**config.mk**
```make
export PLATFORM = sky130hd
export DESIGN_NAME = spi_master_ctrl_flat
export DESIGN_NICKNAME = d
export VERILOG_FILES = /design/src/rtl/spi_master_ctrl_if.sv /design/src/rtl/spi_master_ctrl.sv /design/src/flat_wrapper.sv
export SDC_FILE = /design/constraint.sdc
export NUM_CORES = 1
export LEC_CHECK = 0
export CAP_MARGIN = 20
export CORE_MARGIN = 2
export CORE_UTILIZATION = 50
export CTS_BUF_LIST = sky130_fd_sc_hd__clkbuf_4 sky130_fd_sc_hd__clkbuf_8 sky130_fd_sc_hd__clkbuf_16
export CTS_CLUSTER_DIAMETER = 100
export CTS_CLUSTER_SIZE = 25
export DETAILED_ROUTE_END_ITERATION = 12
export PLACE_DENSITY = 0.75
export SLEW_MARGIN = 20
export SYNTH_ARGS = -nofsm -noshare
export SYNTH_HDL_FRONTEND = slang
export SYNTH_SLANG_ARGS = --single-unit
```
**constraint.sdc**
```tcl
create_clock -name clk -period 2.4 [get_ports clk]
set_clock_uncertainty 0.2 [all_clocks]
set_input_delay 0.6 -clock clk [delete_from_list [all_inputs] [get_ports clk]]
set_output_delay 0.6 -clock clk [all_outputs]
set_load 0.005 [all_outputs]
```
**src/rtl/spi_master_ctrl_if.sv**
```systemverilog
// Host command/response bundle for spi_master_ctrl.
// master = host side, slave = the controller.
interface spi_master_ctrl_if;
    logic       cmd_valid;
    logic       cmd_ready;
    logic [1:0] cmd_op;
    logic [7:0] cmd_data;
    logic       rsp_valid;
    logic [7:0] rsp_data;
    logic       err;
    logic       busy;

    modport master (
        output cmd_valid, cmd_op, cmd_data,
        input  cmd_ready, rsp_valid, rsp_data, err, busy
    );

    modport slave (
        input  cmd_valid, cmd_op, cmd_data,
        output cmd_ready, rsp_valid, rsp_data, err, busy
    );
endinterface

```
**src/rtl/spi_master_ctrl.sv**
```systemverilog
// SPI master: turns host opcode+byte commands into SS_n/MOSI frames
// and captures the 8-bit MISO reply of read-data frames.
module spi_master_ctrl #(
    parameter int READ_LATENCY = 2,
    parameter int TAIL_CYCLES  = 2,
    parameter int GAP_CYCLES   = 2
) (
    input  logic                  clk,
    input  logic                  rst_n,
    spi_master_ctrl_if.slave      host,
    output logic                  o_ss_n,
    output logic                  o_mosi,
    input  logic                  i_miso
);

    typedef enum logic [2:0] {
        S_IDLE,
        S_START,
        S_SHIFT,
        S_TAIL,
        S_WAIT,
        S_CAPTURE,
        S_GAP
    } state_t;

    localparam logic [4:0] SHIFT_LOAD = 5'd10;
    localparam logic [4:0] CAP_LOAD   = 5'd7;
    localparam logic [4:0] WAIT_LOAD  = 5'(READ_LATENCY - 1);
    localparam logic [4:0] TAIL_LOAD  = 5'(TAIL_CYCLES - 1);
    localparam logic [4:0] GAP_LOAD   = 5'(GAP_CYCLES - 1);

    state_t      r_state;
    state_t      w_state_nxt;
    logic [4:0]  r_cnt;
    logic [4:0]  w_cnt_nxt;
    logic [10:0] r_frame;
    logic [10:0] w_frame_nxt;
    logic [7:0]  r_rx;
    logic [7:0]  w_rx_nxt;
    logic [7:0]  r_rsp_data;
    logic [7:0]  w_rsp_data_nxt;
    logic        r_rsp_valid;
    logic        w_rsp_valid_nxt;
    logic        r_err;
    logic        w_err_nxt;
    logic        r_ready;
    logic        w_ready_nxt;
    logic        r_busy;
    logic        w_busy_nxt;
    logic        r_ss_n;
    logic        w_ss_n_nxt;
    logic        r_mosi;
    logic        w_mosi_nxt;
    logic        r_rd_pend;
    logic        w_rd_pend_nxt;

    logic        w_accept;
    logic        w_cnt_done;
    logic        w_rd_data;
    logic [7:0]  w_rx_shift;

    assign w_accept   = r_ready && host.cmd_valid;
    assign w_cnt_done = (r_cnt == 5'd0);
    assign w_rd_data  = (r_frame[9:8] == 2'b11);
    assign w_rx_shift = {r_rx[6:0], i_miso};

    always_ff @(posedge clk) begin
        if (!rst_n) begin
            r_state     <= S_IDLE;
            r_cnt       <= 5'd0;
            r_frame     <= 11'd0;
            r_rx        <= 8'd0;
            r_rsp_data  <= 8'd0;
            r_rsp_valid <= 1'b0;
            r_err       <= 1'b0;
            r_ready     <= 1'b1;
            r_busy      <= 1'b0;
            r_ss_n      <= 1'b1;
            r_mosi      <= 1'b0;
            r_rd_pend   <= 1'b0;
        end else begin
            r_state     <= w_state_nxt;
            r_cnt       <= w_cnt_nxt;
            r_frame     <= w_frame_nxt;
            r_rx        <= w_rx_nxt;
            r_rsp_data  <= w_rsp_data_nxt;
            r_rsp_valid <= w_rsp_valid_nxt;
            r_err       <= w_err_nxt;
            r_ready     <= w_ready_nxt;
            r_busy      <= w_busy_nxt;
            r_ss_n      <= w_ss_n_nxt;
            r_mosi      <= w_mosi_nxt;
            r_rd_pend   <= w_rd_pend_nxt;
        end
    end

    // SPI pins are registered, so they show the state of the previous cycle.
    always_comb begin
        w_state_nxt     = r_state;
        w_cnt_nxt       = r_cnt;
        w_frame_nxt     = r_frame;
        w_rx_nxt        = r_rx;
        w_rsp_data_nxt  = r_rsp_data;
        w_rsp_valid_nxt = 1'b0;
        w_err_nxt       = 1'b0;
        w_ready_nxt     = r_ready;
        w_busy_nxt      = r_busy;
        w_ss_n_nxt      = 1'b0;
        w_mosi_nxt      = 1'b0;
        w_rd_pend_nxt   = r_rd_pend;

        unique case (r_state)
            S_IDLE: begin
                w_ss_n_nxt = 1'b1;
                if (w_accept) begin
                    w_frame_nxt = {host.cmd_op[1], host.cmd_op, host.cmd_data};
                    w_state_nxt = S_START;
                    w_cnt_nxt   = 5'd0;
                    w_ss_n_nxt  = 1'b0;
                    w_ready_nxt = 1'b0;
                    w_busy_nxt  = 1'b1;
                    unique case (host.cmd_op)
                        2'b10:   w_rd_pend_nxt = 1'b1;
                        2'b11: begin
                            w_rd_pend_nxt = 1'b0;
                            w_err_nxt     = !r_rd_pend;
                        end
                        default: w_rd_pend_nxt = r_rd_pend;
                    endcase
                end
            end

            S_START: begin
                w_state_nxt = S_SHIFT;
                w_cnt_nxt   = SHIFT_LOAD;
            end

            S_SHIFT: begin
                w_mosi_nxt = r_frame[r_cnt[3:0]];
                if (w_cnt_done) begin
                    if (w_rd_data) begin
                        w_state_nxt = S_WAIT;
                        w_cnt_nxt   = WAIT_LOAD;
                    end else begin
                        w_state_nxt = S_TAIL;
                        w_cnt_nxt   = TAIL_LOAD;
                    end
                end else begin
                    w_cnt_nxt = r_cnt - 5'd1;
                end
            end

            S_TAIL: begin
                if (w_cnt_done) begin
                    w_state_nxt = S_GAP;
                    w_cnt_nxt   = GAP_LOAD;
                end else begin
                    w_cnt_nxt = r_cnt - 5'd1;
                end
            end

            S_WAIT: begin
                if (w_cnt_done) begin
                    w_state_nxt = S_CAPTURE;
                    w_cnt_nxt   = CAP_LOAD;
                end else begin
                    w_cnt_nxt = r_cnt - 5'd1;
                end
            end

            S_CAPTURE: begin
                w_rx_nxt = w_rx_shift;
                if (w_cnt_done) begin
                    w_rsp_data_nxt  = w_rx_shift;
                    w_rsp_valid_nxt = 1'b1;
                    w_ss_n_nxt      = 1'b1;
                    w_state_nxt     = S_GAP;
                    w_cnt_nxt       = GAP_LOAD;
                end else begin
                    w_cnt_nxt = r_cnt - 5'd1;
                end
            end

            S_GAP: begin
                w_ss_n_nxt = 1'b1;
                if (w_cnt_done) begin
                    w_state_nxt = S_IDLE;
                    w_ready_nxt = 1'b1;
                    w_busy_nxt  = 1'b0;
                end else begin
                    w_cnt_nxt = r_cnt - 5'd1;
                end
            end

            default: begin
                w_state_nxt = S_IDLE;
                w_ss_n_nxt  = 1'b1;
                w_ready_nxt = 1'b1;
                w_busy_nxt  = 1'b0;
            end
        endcase
    end

    assign host.cmd_ready = r_ready;
    assign host.rsp_valid = r_rsp_valid;
    assign host.rsp_data  = r_rsp_data;
    assign host.err       = r_err;
    assign host.busy      = r_busy;
    assign o_ss_n         = r_ss_n;
    assign o_mosi         = r_mosi;

endmodule

```
**src/flat_wrapper.sv**
```systemverilog
// flat-port wrapper written by rule: the top's interface ports become plain ports
module spi_master_ctrl_flat 
#(
    parameter int READ_LATENCY = 2,
    parameter int TAIL_CYCLES  = 2,
    parameter int GAP_CYCLES   = 2
)
  (clk, rst_n, o_ss_n, o_mosi, i_miso, host_cmd_valid, host_cmd_op, host_cmd_data, host_cmd_ready, host_rsp_valid, host_rsp_data, host_err, host_busy);
  spi_master_ctrl_if host_i ();
  input  logic clk;
  input  logic rst_n;
  output logic o_ss_n;
  output logic o_mosi;
  input  logic i_miso;
  input wire logic [$bits(host_i.cmd_valid)-1:0] host_cmd_valid;
  input wire logic [$bits(host_i.cmd_op)-1:0] host_cmd_op;
  input wire logic [$bits(host_i.cmd_data)-1:0] host_cmd_data;
  output wire logic [$bits(host_i.cmd_ready)-1:0] host_cmd_ready;
  output wire logic [$bits(host_i.rsp_valid)-1:0] host_rsp_valid;
  output wire logic [$bits(host_i.rsp_data)-1:0] host_rsp_data;
  output wire logic [$bits(host_i.err)-1:0] host_err;
  output wire logic [$bits(host_i.busy)-1:0] host_busy;
  assign host_i.cmd_valid = host_cmd_valid;
  assign host_i.cmd_op = host_cmd_op;
  assign host_i.cmd_data = host_cmd_data;
  assign host_cmd_ready = host_i.cmd_ready;
  assign host_rsp_valid = host_i.rsp_valid;
  assign host_rsp_data = host_i.rsp_data;
  assign host_err = host_i.err;
  assign host_busy = host_i.busy;
  spi_master_ctrl #(.READ_LATENCY(READ_LATENCY), .TAIL_CYCLES(TAIL_CYCLES), .GAP_CYCLES(GAP_CYCLES)) u_core (.clk(clk), .rst_n(rst_n), .host(host_i), .o_ss_n(o_ss_n), .o_mosi(o_mosi), .i_miso(i_miso));
endmodule
```
# After elaboration in Yosys (flattened, before gate mapping)
# Index checks and enable logic that the tools add are counted.
dict set report totals {
  input_bits 14
  regBits 40
  output_inout_bits 14
}
dict set report classes {
  reduce_logical 19
  n_addsub 1
  magnitude_cmp 1
  n_eq_ne 15
  muxes 24
  bitwise_logic 1
}
# op n
set op_table {}
lappend op_table {{case mux 5 bit (5 select lines)} 1}
lappend op_table {{two-way mux 5 bit} 4}
lappend op_table {{two-way mux 3 bit} 6}
lappend op_table {{case mux 3 bit (6 select lines)} 1}
lappend op_table {{inequality test 2 x 1 -> 1 bit, second input constant} 5}
lappend op_table {{== test 3 bit, second input constant} 3}
lappend op_table {{case mux 1 bit (3 select lines)} 3}
lappend op_table {{AND reduction 3 bit} 3}
lappend op_table {{AND reduction 2 bit} 4}
lappend op_table {{two-way mux 1 bit} 7}
lappend op_table {{== test 2 bit, second input constant} 3}
lappend op_table {{== test 3 x 2 -> 1 bit, second input constant} 2}
lappend op_table {{logical NOT 5 bit} 1}
lappend op_table {{< comparator 4 x 5 -> 1 bit, second input constant} 1}
lappend op_table {{AND reduction 5 bit} 1}
lappend op_table {{nonzero test 5 bit} 1}
lappend op_table {{OR reduction 5 bit} 1}
lappend op_table {{subtractor 5 x 1 -> 5 bit, second input constant} 1}
lappend op_table {{binary-select mux 1 bit (select 4 bit)} 1}
lappend op_table {{AND reduction 4 bit} 1}
lappend op_table {{OR reduction 4 bit} 1}
lappend op_table {{== test 3 x 1 -> 1 bit, second input constant} 1}
lappend op_table {{logical NOT 3 bit} 1}
lappend op_table {{OR reduction 3 bit} 1}
lappend op_table {{7 further kinds} 7}

# Depth between registers and ports, before layout
# Gate-level depths: netlist of run 1.
dict set report logic_depth {
  depth_word 4
  mapped_depth 8
}

# Worst setup path before layout of run 1
# Ideal clock, no wire load.
dict set report synth_timing {
  path_type {flip-flop to flip-flop}
  from {register u_core.r_cnt[0]}
  to {register u_core.r_state[0]}
  stages_incl_launch_ff 9
  path_buffers 2
  period_less_slack_ps 2123
  setup_slack_ps 277
  arrival_ps 1803
  setup_ps 120
  path_cell_list {dfxtp_1 -> clkbuf_1 -> inv_1 -> ha_1 -> or4b_4 -> buf_6 -> a22oi_1 -> nor2_1 -> o31a_1}
}
dict set report synth_between {
  elab_chain_len 3
}
# element line_no
set synth_lines {}
lappend synth_lines {{start: declaration} spi_master_ctrl.sv:34} ;# logic [4:0] r_cnt;
lappend synth_lines {{start signal: assignment} spi_master_ctrl.sv:83} ;# r_cnt <= w_cnt_nxt;
lappend synth_lines {{logical NOT 5 bit (*)} spi_master_ctrl.sv:63} ;# assign w_cnt_done = (r_cnt == 5'd0);
lappend synth_lines {{inequality test 2 x 1 -> 1 bit (no line)} n/a}
lappend synth_lines {{AND reduction 5 bit (no line) (*)} n/a}
lappend synth_lines {{end signal: assignment} spi_master_ctrl.sv:82} ;# r_state <= w_state_nxt;
lappend synth_lines {{end: declaration} spi_master_ctrl.sv:32} ;# state_t r_state;
# Every way passes the cells marked *; elsewhere a longest branch is shown, timed or not.
# A chain may end at the register's enable or synchronous reset.

# Worst setup path after layout of run 1
dict set report layout_timing {
  from {register u_core.r_state[0]}
  to {register u_core.r_frame[1]}
}
dict set report layout_between {
  elab_chain_len 2
}
# element line_no
set layout_lines {}
lappend layout_lines {{logical NOT 3 bit} spi_master_ctrl.sv:112} ;# unique case (r_state)
lappend layout_lines {{AND reduction 2 bit (no line)} n/a}
lappend layout_lines {{end signal: assignment} spi_master_ctrl.sv:84} ;# r_frame <= w_frame_nxt;
lappend layout_lines {{end: declaration} spi_master_ctrl.sv:36} ;# logic [10:0] r_frame;
# Every way passes these cells.

==> qor.txt, run 1 <==
Status -> finished clean
CP Class -> reg -> reg
Slew Limit Fails -> 0
Required @ worst endpoint -> 2.49 ns
Max rail drop VDD -> 465 uV
DP HPWL -> 3140 um
CTS tree -> done
Commonest non-fill, non-tap cell in the layout -> dfxtp_1
Startpoint Class -> register
Unrepaired setup endpoints after global routing -> no
Via density -> 5.80
Global route overflow -> 0
Syn nets -> 217
Setup bufs post-CTS -> 0
Htree depth -> 2
Sequential area share after synthesis -> 0.440
Max Fanout on Critical Path -> 11
Clock share of power -> 0.193
Vias in the first global route -> 1631
Peak Freq -> 471 MHz
Slew HR -> 0.692
Setup ws final -> 0.276 ns
Least-Margin Pin Slew -> 0.460 ns
Layout cells sized above 1 -> 0.139
Core Region -> 3420 um2
Post-route DRC -> 0
Routed WL -> 4400 um
Switching share of power -> 0.381
Starting DRT DRC Count -> 129
Syn Inst Count -> 202
CP Capture Type -> register
Number of synthesized flops with an enable pin -> 0
Nets -> 251
Post-layout min period -> 2.12 ns
Hold-fix buffers at CTS -> 0
Ys Warns -> 0
I/O pin total -> 28
Hold Violations, Final -> 0
GRT Total Usage -> 0.238
WHS -> 0.228 ns
Largest net degree at the start of global routing -> 23
Placement Setup Slack -> 0.0952 ns
CTS resizes -> 0
Initial Util -> 0.533
Antenna Diode Count -> 0
Avg Cell Area, Syn -> 9.01 um2
Comb pwr share -> 0.428
Antenna Nets Post-Route -> 0
Count of final setup violators -> 0
Die height -> 64.3 um
Area Overhead vs Synth -> 22.0%
Die width -> 64.3 um
Total Negative Setup Slacks -> 0 ns
Leakage -> 0.814 nW
PortBufs -> 27
Post-synth cell types -> 42
DR vias -> 1641
Fin util -> 0.650
Asr flop ratio synth -> 0
Mapped Area -> 1820 um2
RD Place Congestion -> 0.861
Latest clock arrival within the worst-skew pair -> 0.36 ns
Clk buf depth -> 2
Maxcap violations -> 0
CTS clk-pin slew, worst paths -> 0.12 ns
Die Footprint -> 4140 um2
Seq cells post-synth -> 40
Cell Pwr Density -> 1050 nW/um2
# rows -> 21
CTS Buf Count -> 5
Commonest non-fill, non-tap cells in the layout -> dfxtp_1 (40), nand2_1 (31), clkdlybuf4s50_1 (27)
Hold Path Class -> reg -> reg
Drt wl/cell -> 15.6 um
CTS root buf -> clkbuf_4
Sw power -> 0.000887 W
Total internal power -> 0.00144 W
CTS sink cnt -> 40
CP arrival -> 2.21 ns
First-pass GRT wire length -> 7560 um
Initial antenna violation count -> 0
Final worst path period share -> 0.885
Ys flop type -> dfxtp_1
Sequential power share -> 0.379
TritonRoute pass-1 iters -> 4
path summary, 6_finish.rpt:
path | start | end | slack (ns) | cells after the start
worst max-delay path | u_core.r_state[0] | u_core.r_frame[1] | 0.28 | 6
worst max register to register | u_core.r_state[0] | u_core.r_frame[1] | 0.28 | 6
worst min-delay path | u_core.r_rd_pend | u_core.host.err | 0.23 | 1
worst min register to register | u_core.r_rd_pend | u_core.host.err | 0.23 | 1
critical path, stage by stage, from the launching register on:
cell	delay (ns)
dfxtp_1	0.44
or3_1	0.46
buf_4	0.20
nor2_1	0.29
buf_4	0.23
nand2_1	0.08
a21oi_1	0.14
power by group through the flow:
stage / Sequential (W) / Clock, W / Combinational, W
global placement: 0.000887 / 0 / 0.000952
detailed placement: 0.000895 / 0 / 0.000982
finish: 0.000884 / 0.000450 / 0.000998
floorplan: 0.000834 / 0 / 0.000826
global route: 0.000903 / 0.000490 / 0.00109
CTS: 0.000881 / 0.000455 / 0.000993
cells in the mapped netlist, types with 2 or more instances:
| cell | n | area [um2] |
|---|---|---|
| a21oi_1 | 24 | 120 |
| dfxtp_1 | 40 | 801 |
| nand2_1 | 31 | 116 |
| buf_6 | 6 | 67.6 |
| nand2b_1 | 3 | 18.8 |
| a31oi_1 | 3 | 18.8 |
| nor2_1 | 12 | 45.0 |
| nand3_1 | 8 | 40.0 |
| clkbuf_1 | 6 | 22.5 |
| nor3_1 | 3 | 15.0 |
| buf_2 | 2 | 10.0 |
| a211oi_1 | 3 | 22.5 |
| inv_1 | 4 | 15.0 |
| a22o_1 | 9 | 78.8 |
| mux4_2 | 2 | 45.0 |
| o21ai_0 | 16 | 80.1 |
| clkbuf_8 | 2 | 27.5 |
| o211ai_1 | 3 | 22.5 |
| and2_1 | 2 | 12.5 |
cell type report:
cell class | instances | area, um2
Multi-Input combinational cell | 141 | 873
Tap cell | 46 | 57.6
Inverter | 5 | 18.8
Fill cell | 308 | 1190
Clock inverter | 2 | 35.0
Sequential cell | 40 | 801
Timing Repair Buffer | 43 | 390
Clock buffer | 6 | 45.0
sequential cells by signal, summed over array words and instances, names as in the netlist:
register / cells
u_core.host.err: 1
u_core.r_rd_pend: 1
u_core.host.rsp_valid: 1
u_core.r_state: 3
u_core.host.cmd_ready: 1
u_core.r_cnt: 5
u_core.r_frame: 10
u_core.host.rsp_data: 8
u_core.o_mosi: 1
u_core.r_rx: 7
u_core.host.busy: 1
u_core.o_ss_n: 1
layer usage:
metal,global-route usage,routed length (um),share of wire,up-vias
met2,0.392,2180,0.49,62
met5,0,0,0,-
met4,0.104,79,0.018,0
met3,0.0546,265,0.060,10
met1,0.296,1880,0.43,773
li1,-,-,-,796
metrics by stage:
step                std cells  power (W)  area [um2]
floorplan                 202    0.00166        1820
global placement          275    0.00184        2140
detailed placement        275    0.00188        2140
CTS                       283    0.00233        2220
global route              283    0.00248        2220
finish                    283    0.00233        2220
cell families after synthesis:
kind of cell    share of synthesized area
compound gates                      0.263
xor+xnor                          0.00962
fa+ha+maj                         0.00687
buf+inv                            0.0804
flops                               0.440
mux                                0.0247
simple gates                        0.176
Power figures use the tool's default switching activity.
==> run 2: changes to the inputs <==
Settings changed: CTS_BUF_LIST sky130_fd_sc_hd__clkbuf_4 sky130_fd_sc_hd__clkbuf_8 sky130_fd_sc_hd__clkbuf_16 to sky130_fd_sc_hd__clkbuf_8, SKIP_LAST_GASP set to 1.
==> run 2 against run 1 <==
Fmax rose by 1.1%. Non-clock buffer count unchanged. Sequential cell count is the same. First-iteration DRC count decreased by 7.8%. Combinational power hardly changed. Clock power rose by 18%. Critical endpoint unchanged. Sequential share of layout area shrank 0.44 points. Register-to-register slack improved by 0.02 ns. Global-route usage up 0.23 points. Via count hardly changed. Utilization increased by 0.81 points. Design area is 1.2% higher.
==> qor.txt, run 2 (synthesized netlist as in run 1, its figures left out) <==
Core Region -> 3420 um2
Drt wl/cell -> 15.7 um
Hold depth -> 1
CP Capture Type -> register
Commonest non-fill, non-tap cells in the layout -> dfxtp_1 (40), nand2_1 (31), clkdlybuf4s50_1 (27)
CTS resizes -> 0
Area Overhead vs Synth -> 23.5%
Hold-fix buffers at CTS -> 0
Least-Margin Pin Slew -> 0.467 ns
CP Class -> reg -> reg
Setup bufs post-CTS -> 0
GRT Total Usage -> 0.240
Final worst path period share -> 0.875
Die Footprint -> 4140 um2
I/O pin total -> 28
Status -> finished clean
CTS root buf -> clkbuf_8
Unrepaired setup endpoints after global routing -> no
DP HPWL -> 3140 um
Leakage -> 0.827 nW
Peak Freq -> 476 MHz
Worst r2r src -> u_core.r_state[0]
Initial antenna violation count -> 0
Htree depth -> 2
Cell Pwr Density -> 1070 nW/um2
Design Power -> 0.00241 W
CTS clk-pin slew, worst paths -> 0.08 ns
Layout cells sized above 1 -> 0.135
Startpoint Class -> register
Initial Util -> 0.533
Starting DRT DRC Count -> 119
Required @ worst endpoint -> 2.42 ns
Slew HR -> 0.689
Hold Path Class -> reg -> reg
DR vias -> 1640
Global route overflow -> 0
CTS tree -> done
CTS sink cnt -> 40
CP arrival -> 2.12 ns
PortBufs -> 27
R2R setup slack -> 0.30 ns
Hold Crit Start -> u_core.r_rd_pend
RD Place Congestion -> 0.861
# rows -> 21
R2R depth -> 6
Maxcap violations -> 0
Die height -> 64.3 um
Die width -> 64.3 um
Total Negative Setup Slacks -> 0 ns
Antenna Diode Count -> 0
Post-route DRC -> 0
Worst Hold End -> u_core.host.err
CTS Buf Count -> 5
Slew Limit Fails -> 0
Max reg flops -> 10
TritonRoute pass-1 iters -> 4
Commonest non-fill, non-tap cell in the layout -> dfxtp_1
Via density -> 5.80
Post-layout min period -> 2.10 ns
Fill cells -> 301
Worst reg2reg endpoint -> u_core.r_frame[1]
Nets -> 251
Largest net degree at the start of global routing -> 23
Max Fanout on Critical Path -> 11
Routed WL -> 4440 um
First-pass GRT wire length -> 7690 um
Max rail drop VDD -> 550 uV
Antenna Nets Post-Route -> 0
Latest clock arrival within the worst-skew pair -> 0.28 ns
Clk buf depth -> 2
WHS -> 0.236 ns
Biggest register -> u_core.r_frame
Hold Violations, Final -> 0
Count of final setup violators -> 0
Vias in the first global route -> 1669
run 2: worst max-delay path, stage by stage, from the launching register on:
cell     delay (ns)
dfxtp_1        0.42
or3_1          0.46
buf_4          0.20
nor2_1         0.29
buf_4          0.23
nand2_1        0.08
a21oi_1        0.14
run 2: worst max path at each step:
stage / startpoint / endpoint / depth (start not counted)
floorplan: u_core.r_cnt[0] / u_core.r_state[0] / 8
global placement: host_cmd_valid / u_core.r_state[0] / 5
detailed placement: host_cmd_valid / u_core.r_state[0] / 5
CTS: u_core.r_state[0] / u_core.r_frame[1] / 6
global route: u_core.r_state[0] / u_core.r_frame[1] / 6
finish: u_core.r_state[0] / u_core.r_frame[1] / 6
run 2: final cells by class:
type	count	area (um2)	area share
Multi-Input combinational cell	141	873	0.388
Sequential cell	40	801	0.356
Timing Repair Buffer	43	390	0.174
Clock buffer	5	68.8	0.0306
Tap cell	46	57.6	0.0256
Clock inverter	3	38.8	0.0173
Inverter	5	18.8	0.00835
run 2: layer usage:
metal | wire (um) | GRT usage
met5 | 0 | 0
met4 | 30 | 0.120
met3 | 279 | 0.0475
met2 | 2250 | 0.393
met1 | 1880 | 0.300
run 2: report_power, final:
group	switching, W	leakage (nW)	internal [W]
registers	0.000115	0.326	0.000766
clock network	0.000225	0.0593	0.000304
logic	0.000555	0.442	0.000449
total	0.000895	0.827	0.00152
run 2: metrics by stage:
step,cells,worst slack [ns],area (um2),utilization
finish,283,0.299,2250,0.658
global route,283,0.156,2250,0.658
CTS,283,0.303,2250,0.658
detailed placement,275,0.0952,2140,0.627
global placement,275,0.129,2140,0.627
floorplan,202,0.277,1820,-
==> run 3: changes to the inputs <==
Settings changed: CORE_ASPECT_RATIO set to 1.5.
==> run 3 against run 2 <==
Clock power barely moved. Via count fell by 2.7%. Power barely moved. Cell count fell by 2.1%. Fmax fell by 0.30%. Die area rose by 0.23%. Global-route usage fell by 2.8 points. Setup slack got worse by 0.0064 ns. Sequential cell count did not move. Critical endpoint is now u_core.r_cnt[1].
==> qor.txt, run 3 (synthesized netlist as in run 1, its figures left out) <==
Status -> finished clean
RD Place Congestion -> 0.801
Initial antenna violation count -> 0
Biggest register -> u_core.r_frame
Routed WL -> 3850 um
Layout cells sized above 1 -> 0.128
Post-layout min period -> 2.11 ns
CTS clk-pin slew, worst paths -> 0.07 ns
Global route overflow -> 0
Total Negative Setup Slacks -> 0 ns
Unrepaired setup endpoints after global routing -> no
Design Area, Final -> 2230 um2
Hold-fix buffers at CTS -> 0
Sequential Area -> 801 um2
Worst reg2reg endpoint -> u_core.r_cnt[1]
CTS resizes -> 0
Worst Hold End -> u_core.host.err
CTS root buf -> clkbuf_8
Antenna Nets Post-Route -> 0
Htree depth -> 2
WHS -> 0.235 ns
Leakage -> 0.816 nW
# rows -> 26
GRT Total Usage -> 0.212
Least-Margin Pin Slew -> 0.535 ns
Largest net degree at the start of global routing -> 23
CTS sink cnt -> 40
Area Overhead vs Synth -> 22.4%
Slew HR -> 0.643
Latest clock arrival within the worst-skew pair -> 0.29 ns
DP HPWL -> 2850 um
Area after DPL -> 2100 um2
Clk buf depth -> 2
PortBufs -> 27
TritonRoute pass-1 iters -> 4
Commonest non-fill, non-tap cell in the layout -> dfxtp_1
Worst r2r src -> u_core.r_cnt[1]
Fill cells -> 308
Critical path, cell by cell -> inv_1 -> ha_1 -> nor4b_4 -> buf_4 -> buf_4 -> a211oi_1 -> nor2_1 -> o32ai_1
Drt wl/cell -> 13.9 um
Hold Crit Start -> u_core.r_rd_pend
Slew Limit Fails -> 0
Startpoint Class -> register
Cell Pwr Density -> 1080 nW/um2
Die Footprint -> 4150 um2
First-pass GRT wire length -> 6600 um
Hold depth -> 1
Hold Path Class -> reg -> reg
CP Class -> reg -> reg
CP max-delay cell -> dfxtp_1
Setup bufs post-CTS -> 0
Initial Util -> 0.528
Post-route DRC -> 0
Crit-path max cell delay -> 0.50 ns
Max Fanout on Critical Path -> 7
Nets -> 249
Hold Violations, Final -> 0
Final worst path period share -> 0.878
I/O pin total -> 28
CTS tree -> done
Via density -> 5.76
Die height -> 77.9 um
CP most frequent cell -> buf_4
Max reg flops -> 10
Vias in the first global route -> 1545
Count of final setup violators -> 0
CTS Buf Count -> 5
Antenna Diode Count -> 0
CP Capture Type -> register
Multi-input logic area -> 873 um2
Maxcap violations -> 0
Peak Freq -> 475 MHz
Commonest non-fill, non-tap cells in the layout -> dfxtp_1 (40), nand2_1 (31), clkdlybuf4s50_1 (27)
Required @ worst endpoint -> 2.40 ns
Max rail drop VDD -> 657 uV
Core Region -> 3450 um2
CP arrival -> 2.10 ns
R2R setup slack -> 0.29 ns
DR vias -> 1595
Die width -> 53.3 um
Starting DRT DRC Count -> 52
R2R depth -> 8
[run 3: cell types whose count changed in the layout (fill, tap and decap cells not counted), sizes merged]
cell / change
buf: -2
[run 3: worst max path at each step]
stage | slack (ns) | to | cells past startpoint | from
global route | 0.18 | u_core.r_state[0] | 6 | u_core.r_cnt[1]
CTS | 0.17 | u_core.r_cnt[2] | 6 | u_core.r_cnt[1]
detailed placement | 0.1 | u_core.r_state[0] | 5 | host_cmd_valid
global placement | 0.12 | u_core.r_state[0] | 5 | host_cmd_valid
floorplan | 0.28 | u_core.r_state[0] | 8 | u_core.r_cnt[0]
finish | 0.29 | u_core.r_cnt[1] | 8 | u_core.r_cnt[1]
[run 3: layout make-up]
cell class                      instances  area share
Clock buffer                            5      0.0309
Clock inverter                          3      0.0174
Inverter                                5     0.00842
Multi-Input combinational cell        141       0.392
Sequential cell                        40       0.359
Tap cell                               42      0.0236
Timing Repair Buffer                   41       0.168
[run 3: metrics by stage]
step | std cells | utilization | setup WS, ns | total power (W)
final | 277 | 0.646 | 0.293 | 0.00241
after global routing | 277 | 0.646 | 0.176 | 0.00259
after CTS | 274 | 0.640 | 0.174 | 0.00235
after detailed placement | 266 | 0.608 | 0.0993 | 0.00182
after global placement | 266 | 0.608 | 0.118 | 0.00179
after floorplan | 202 | - | 0.277 | 0.00166
[run 3: layer usage]
layer	vias up	track usage	wire, um
met1	750	0.203	1450
met4	0	0.113	81
met5	-	0	0
met3	10	0.0558	172
met2	45	0.386	2150
li1	790	-	-
[run 3: report_power, final]
part	internal, W	total, W	leakage [nW]	switching, W
clock	0.000304	0.000530	0.0593	0.000226
sequential	0.000767	0.000882	0.326	0.000115
combinational	0.000468	0.00100	0.431	0.000534
[run 3: worst max-delay path: cells and delay by family, from the launching register on]
kind	cells	cell delay, ns
flops	1	0.50
compound gates	2	0.46
buf+inv	3	0.38
fa+ha+maj	1	0.25
simple gates	2	0.23
==> patch 1: new RTL, flow settings as in run 3 <==
The 7 states of `state_t` get a Gray code encoding in 3 bits.
--- a/src/rtl/spi_master_ctrl.sv
+++ b/src/rtl/spi_master_ctrl.sv
@@ -14,13 +14,13 @@
 );
 
     typedef enum logic [2:0] {
-        S_IDLE,
-        S_START,
-        S_SHIFT,
-        S_TAIL,
-        S_WAIT,
-        S_CAPTURE,
-        S_GAP
+        S_IDLE    = 3'b000,
+        S_START   = 3'b001,
+        S_SHIFT   = 3'b011,
+        S_TAIL    = 3'b010,
+        S_WAIT    = 3'b110,
+        S_CAPTURE = 3'b111,
+        S_GAP     = 3'b101
     } state_t;
 
     localparam logic [4:0] SHIFT_LOAD = 5'd10;
Function: no difference found for any inputs over 10 cycles, from zero or initial values and one cycle with rst_n low; not proved beyond that.
==> patch 1 against run 3 <==
- power up 3.8%
- critical path depth down 2
- synthesized area decreased by 6.7%
- routed wire length shrank 4.1%
- sequential cell count stayed put
- global-route usage grew 0.56 points
- final area is 2.3% lower
- combinational power is 15% lower
- worst setup slack worse by 0.081 ns
==> patch 1: results (changes against run 3) <==
Run status: complete, no violations (unchanged). The total met2 wirelength after detailed routing came out at 2100 microns (was 2150 microns). The total of fill cells in the finished design was 275 (was 308).

The share of power burned in registers came to 36.0% (was 36.5%). The total number of sequential cells is 40 (unchanged). The count of flip-flops with a built-in enable after synthesis is 0 (unchanged). The final net count came out at 237 (was 249). The complex-gate fraction of the synthesized area came to 14.1% (was 26.3%).

The number of logic inverters in the finished layout is 4 (was 5). The routed via count divided by cell count came out at 5.37 (was 5.76). The data arrival at the endpoint of the critical path came to 2.21 ns (was 2.10 ns).

The pin count of the biggest net entering global routing is 23 (unchanged). The met1 routing resource usage after global routing came out at 21.4% (was 20.3%). Top cells by instance count after synthesis: sky130_fd_sc_hd__dfxtp_1 (40), sky130_fd_sc_hd__nand2_1 (31), sky130_fd_sc_hd__nor2_1 (31) (was sky130_fd_sc_hd__dfxtp_1 (40), sky130_fd_sc_hd__nand2_1 (31), sky130_fd_sc_hd__a21oi_1 (24)). The worst setup slack after placement came out at 0.124 ns (was 0.0993 ns). The standard cell area after detailed placement came out at 2020 sq um (was 2100 sq um). The number of library cell types mapped by synthesis came out at 35 (was 42).

The final cell count without fillers came to 263 (was 277). The relative area of clock buffers and inverters in the final design came out at 7.30% (was 4.83%). The final RePlAce weighted congestion came out at 0.779 (was 0.801).

The amount of wire on met3 after detailed routing came out at 91 microns (was 172 microns). The post-route met1 wirelength came out at 1440 microns (was 1450 microns). The static leakage was 0.855 nW (was 0.816 nW).

The share of the core filled with cells was 68.2% (was 64.6%). The area of the die is 3890 sq um (was 4150 sq um). The synthesized net count came out at 207 (was 217). The power per cell area is 1150 nW/um^2 (was 1080 nW/um^2).

The total placed cells including tap cells was 255 (was 266). The share of the synthesized netlist area taken by xor and xnor gates came out at 1.03% (was 0.962%). The proportion of layout cells with a drive suffix above 1 came out at 10.8% (was 12.8%). The tightest slew margin relative to the limit was 67.7% (was 64.3%). The global-route track usage on met3 is 4.90% (was 5.58%). The largest voltage drop on the vdd net came to 0.975 mV (was 0.657 mV).

The number of instances in the synthesized netlist was 192 (was 202). The global-route track usage on met2 came out at 40.5% (was 38.6%). The total routing usage reported by global routing is 21.8% (was 21.2%).

The adder-cell share of the synthesized area is 0.737% (was 0.687%). The non-clock buffering overhead in the final layout was 15.5% (was 16.8%). The wire length of the first global-routing pass is 6220 microns (was 6600 microns). The initial DRC count is 23 (was 52). The HPWL after detailed placement came out at 2660 microns (was 2850 microns). The number of antenna violations at the first check in global routing is 0 (unchanged). The footprint of the flip-flops and latches is 801 sq um (unchanged). The power dissipated in combinational cells came out at 847 uW (was 1.00 mW). The switching part of the total power is 32.3% (was 36.2%).

The share of the yosys chip area belonging to registers is 47.2% (was 44.0%). The number of signal-net buffers in the layout is 36 (was 41). The via count of the first global-routing pass came out at 1470 (was 1545). The total wire length came out at 3690 microns (was 3850 microns).
[patch 1: critical path, cell delays in order, from the launching register on]
cell,delay [ns]
sky130_fd_sc_hd__dfxtp_1,0.31
sky130_fd_sc_hd__inv_1,0.05
sky130_fd_sc_hd__ha_1,0.21
sky130_fd_sc_hd__or4b_4,0.56
sky130_fd_sc_hd__a2111oi_4,0.50
sky130_fd_sc_hd__nand2_1,0.12
sky130_fd_sc_hd__a31oi_1,0.17
[patch 1: path summary, 6_finish.rpt]
path,from,to,slack [ns],depth (start not counted)
setup / recovery,u_core.r_cnt[0]$_SDFFE_PN0P_,u_core.r_cnt[1]$_SDFFE_PN0P_,0.21,6
setup reg to reg,u_core.r_cnt[0]$_SDFFE_PN0P_,u_core.r_cnt[1]$_SDFFE_PN0P_,0.21,6
hold reg to reg,u_core.r_rd_pend$_SDFFE_PN0P_,u_core.host.err$_SDFF_PN0_,0.23,1
hold / removal,u_core.r_rd_pend$_SDFFE_PN0P_,u_core.host.err$_SDFF_PN0_,0.23,1
==> patch 2: new RTL, config.mk and constraints of run 3 <==
Without the edit above. Reset style: asynchronous (`rst_n`), changed in one clocked block.
--- a/src/rtl/spi_master_ctrl.sv
+++ b/src/rtl/spi_master_ctrl.sv
@@ -64,7 +64,7 @@
     assign w_rd_data  = (r_frame[9:8] == 2'b11);
     assign w_rx_shift = {r_rx[6:0], i_miso};
 
-    always_ff @(posedge clk) begin
+    always_ff @(posedge clk or negedge rst_n) begin
         if (!rst_n) begin
             r_state     <= S_IDLE;
             r_cnt       <= 5'd0;
Check against the original RTL: differs if rst_n is asserted again (counterexample within 4 cycles, from zero or initial values and one cycle with rst_n low); with rst_n held inactive, the same outputs for 10 cycles.
==> patch 2 against run 3 <==
- final area rose by 11%
- power rose by 15%
- sequential cell count did not move
- worst setup slack worse by 0.15 ns
- clock power grew 12%
- routed wire length rose by 6.8%
- die area increased by 8.9%
- synthesized area is 9.6% higher
- non-clock buffer count decreased by 1
==> patch 2: results (changes against run 3) <==
Run status: complete, no violations (unchanged). The post-detailed-route wirelength per cell came to 16.2 microns (was 13.9 microns). The adder-cell share of the synthesized area came to 1.88% (was 0.687%). The share of the yosys chip area belonging to registers is 50.3% (was 44.0%).

The largest voltage drop on the vdd net is 0.630 mV (was 0.657 mV). Main area contributors after synthesis: sky130_fd_sc_hd__dfrtp_1 (48%), sky130_fd_sc_hd__mux2_2 (15%), sky130_fd_sc_hd__a21oi_1 (2.8%) (was sky130_fd_sc_hd__dfxtp_1 (44%), sky130_fd_sc_hd__a21oi_1 (6.6%), sky130_fd_sc_hd__nand2_1 (6.4%)). The number of library cell types mapped by synthesis is 48 (was 42). The final RePlAce weighted congestion came out at 0.829 (was 0.801).

The data arrival at the endpoint of the critical path is 2.23 ns (was 2.10 ns). The family with the most delay on the worst path is simple AND/OR/NAND/NOR gates (was flip-flops). The mux contribution to synthesized area was 17.4% (was 2.47%). The tightest slew margin relative to the limit is 67.2% (was 64.3%). The HPWL after detailed placement came to 3000 microns (was 2850 microns). The wire length of the first global-routing pass came out at 7220 microns (was 6600 microns). The initial DRC count is 41 (was 52). The complex-gate fraction of the synthesized area came to 13.9% (was 26.3%). The via count of the first global-routing pass came out at 1571 (was 1545).

The final net count came out at 224 (was 249). The standard cell area after detailed placement came to 2350 sq um (was 2100 sq um). Top cells by instance count after synthesis: sky130_fd_sc_hd__dfrtp_1 (38), sky130_fd_sc_hd__mux2_2 (26), sky130_fd_sc_hd__a21oi_1 (11), sky130_fd_sc_hd__o21ai_0 (11), sky130_fd_sc_hd__inv_1 (7) (was sky130_fd_sc_hd__dfxtp_1 (40), sky130_fd_sc_hd__nand2_1 (31), sky130_fd_sc_hd__a21oi_1 (24)). The delay contributed by the slowest stage of the critical path came out at 0.59 ns (was 0.50 ns). The share of the synthesized netlist area taken by xor and xnor gates came to 0.878% (was 0.962%). The total routing usage reported by global routing was 20.4% (was 21.2%).

The routed via count divided by cell count came to 5.87 (was 5.76). The static leakage came out at 1.12 nW (was 0.816 nW). The pin count of the biggest net entering global routing is 41 (was 23).

The synthesized net count was 189 (was 217). The number of antenna violations at the first check in global routing came out at 0 (unchanged). The post-synthesis async set-or-reset flop share came out at 100% (was 0%).
## patch 2: cell count changes in the layout (fill, tap and decap cells not counted), moves of 3 or more
cell | run 3 | this run
sky130_fd_sc_hd__nand2_1 | 31 | 6
sky130_fd_sc_hd__nor2_1 | 12 | 5
sky130_fd_sc_hd__o21ai_0 | 16 | 11
sky130_fd_sc_hd__a21oi_1 | 24 | 11
sky130_fd_sc_hd__nand3_1 | 8 | 3
sky130_fd_sc_hd__a211oi_1 | 3 | 0
sky130_fd_sc_hd__dfrtp_1 | 0 | 38
sky130_fd_sc_hd__mux2_2 | 0 | 26
sky130_fd_sc_hd__a22o_1 | 9 | 1
sky130_fd_sc_hd__dfxtp_1 | 40 | 0
## patch 2: final timing paths
path / startpoint / end / slack (ns) / cells after the start
setup / recovery: u_core.r_cnt[0]$_DFFE_PN0P_ / u_core.host.rsp_data[7]$_DFFE_PN0P_ / 0.15 / 5
hold / removal: rst_n / u_core.o_mosi$_DFF_PN0_ / 0.16 / 2
setup reg to reg: u_core.r_cnt[0]$_DFFE_PN0P_ / u_core.host.rsp_data[7]$_DFFE_PN0P_ / 0.15 / 5
hold reg to reg: u_core.r_rd_pend$_DFFE_PN0P_ / u_core.host.err$_DFF_PN0_ / 0.25 / 1
max in group asynchronous: rst_n / u_core.host.cmd_ready$_DFFE_PN1P_ / 1.48 / 2
min in group clk: u_core.r_rd_pend$_DFFE_PN0P_ / u_core.host.err$_DFF_PN0_ / 0.25 / 1
## patch 2: cell type report
cell class,count,share of cell area [%]
Clock inverter,1,1.21
Inverter,7,1.06
Multi-Input combinational cell,113,36.5
Timing Repair Buffer,40,14.6
Sequential cell,40,40.4
Tap cell,45,2.27
Clock buffer,7,3.88
## patch 2: per-layer routing
metal / GRT usage, % / share of wire, %
met5: 0 / 0
met4: 10.0 / 2.2
met1: 22.1 / 37
met3: 4.30 / 4.2
met2: 37.6 / 56
## patch 2: cells by family after synthesis
kind of cell               count (synthesis)
xor gates and xnor gates                   2
DFF                                       40
adders and majority gates                  3
buffers and inverters                     19
AOI/OAI and AO/OA                         41
and+or+nand+nor                           38
muxes                                     29
## patch 2: power by group
group | switching (mW) | internal (mW)
registers | 0.155 | 0.877
clock network | 0.228 | 0.367
logic | 0.560 | 0.599
## patch 2: stage by stage
stage / hold slack [ns] / instances / util, % / setup WS (ns)
3_5_place_dp: 0.241 / 245 / 60.6 / 0.0501
3_3_place_gp: 0.219 / 245 / 60.6 / 0.0843
4_1_cts: 0.173 / 253 / 63.8 / 0.130
6_report: 0.156 / 253 / 63.8 / 0.147
5_1_grt: 0.208 / 253 / 63.8 / 0.0251
2_1_floorplan: 0.104 / 172 / - / 0.184
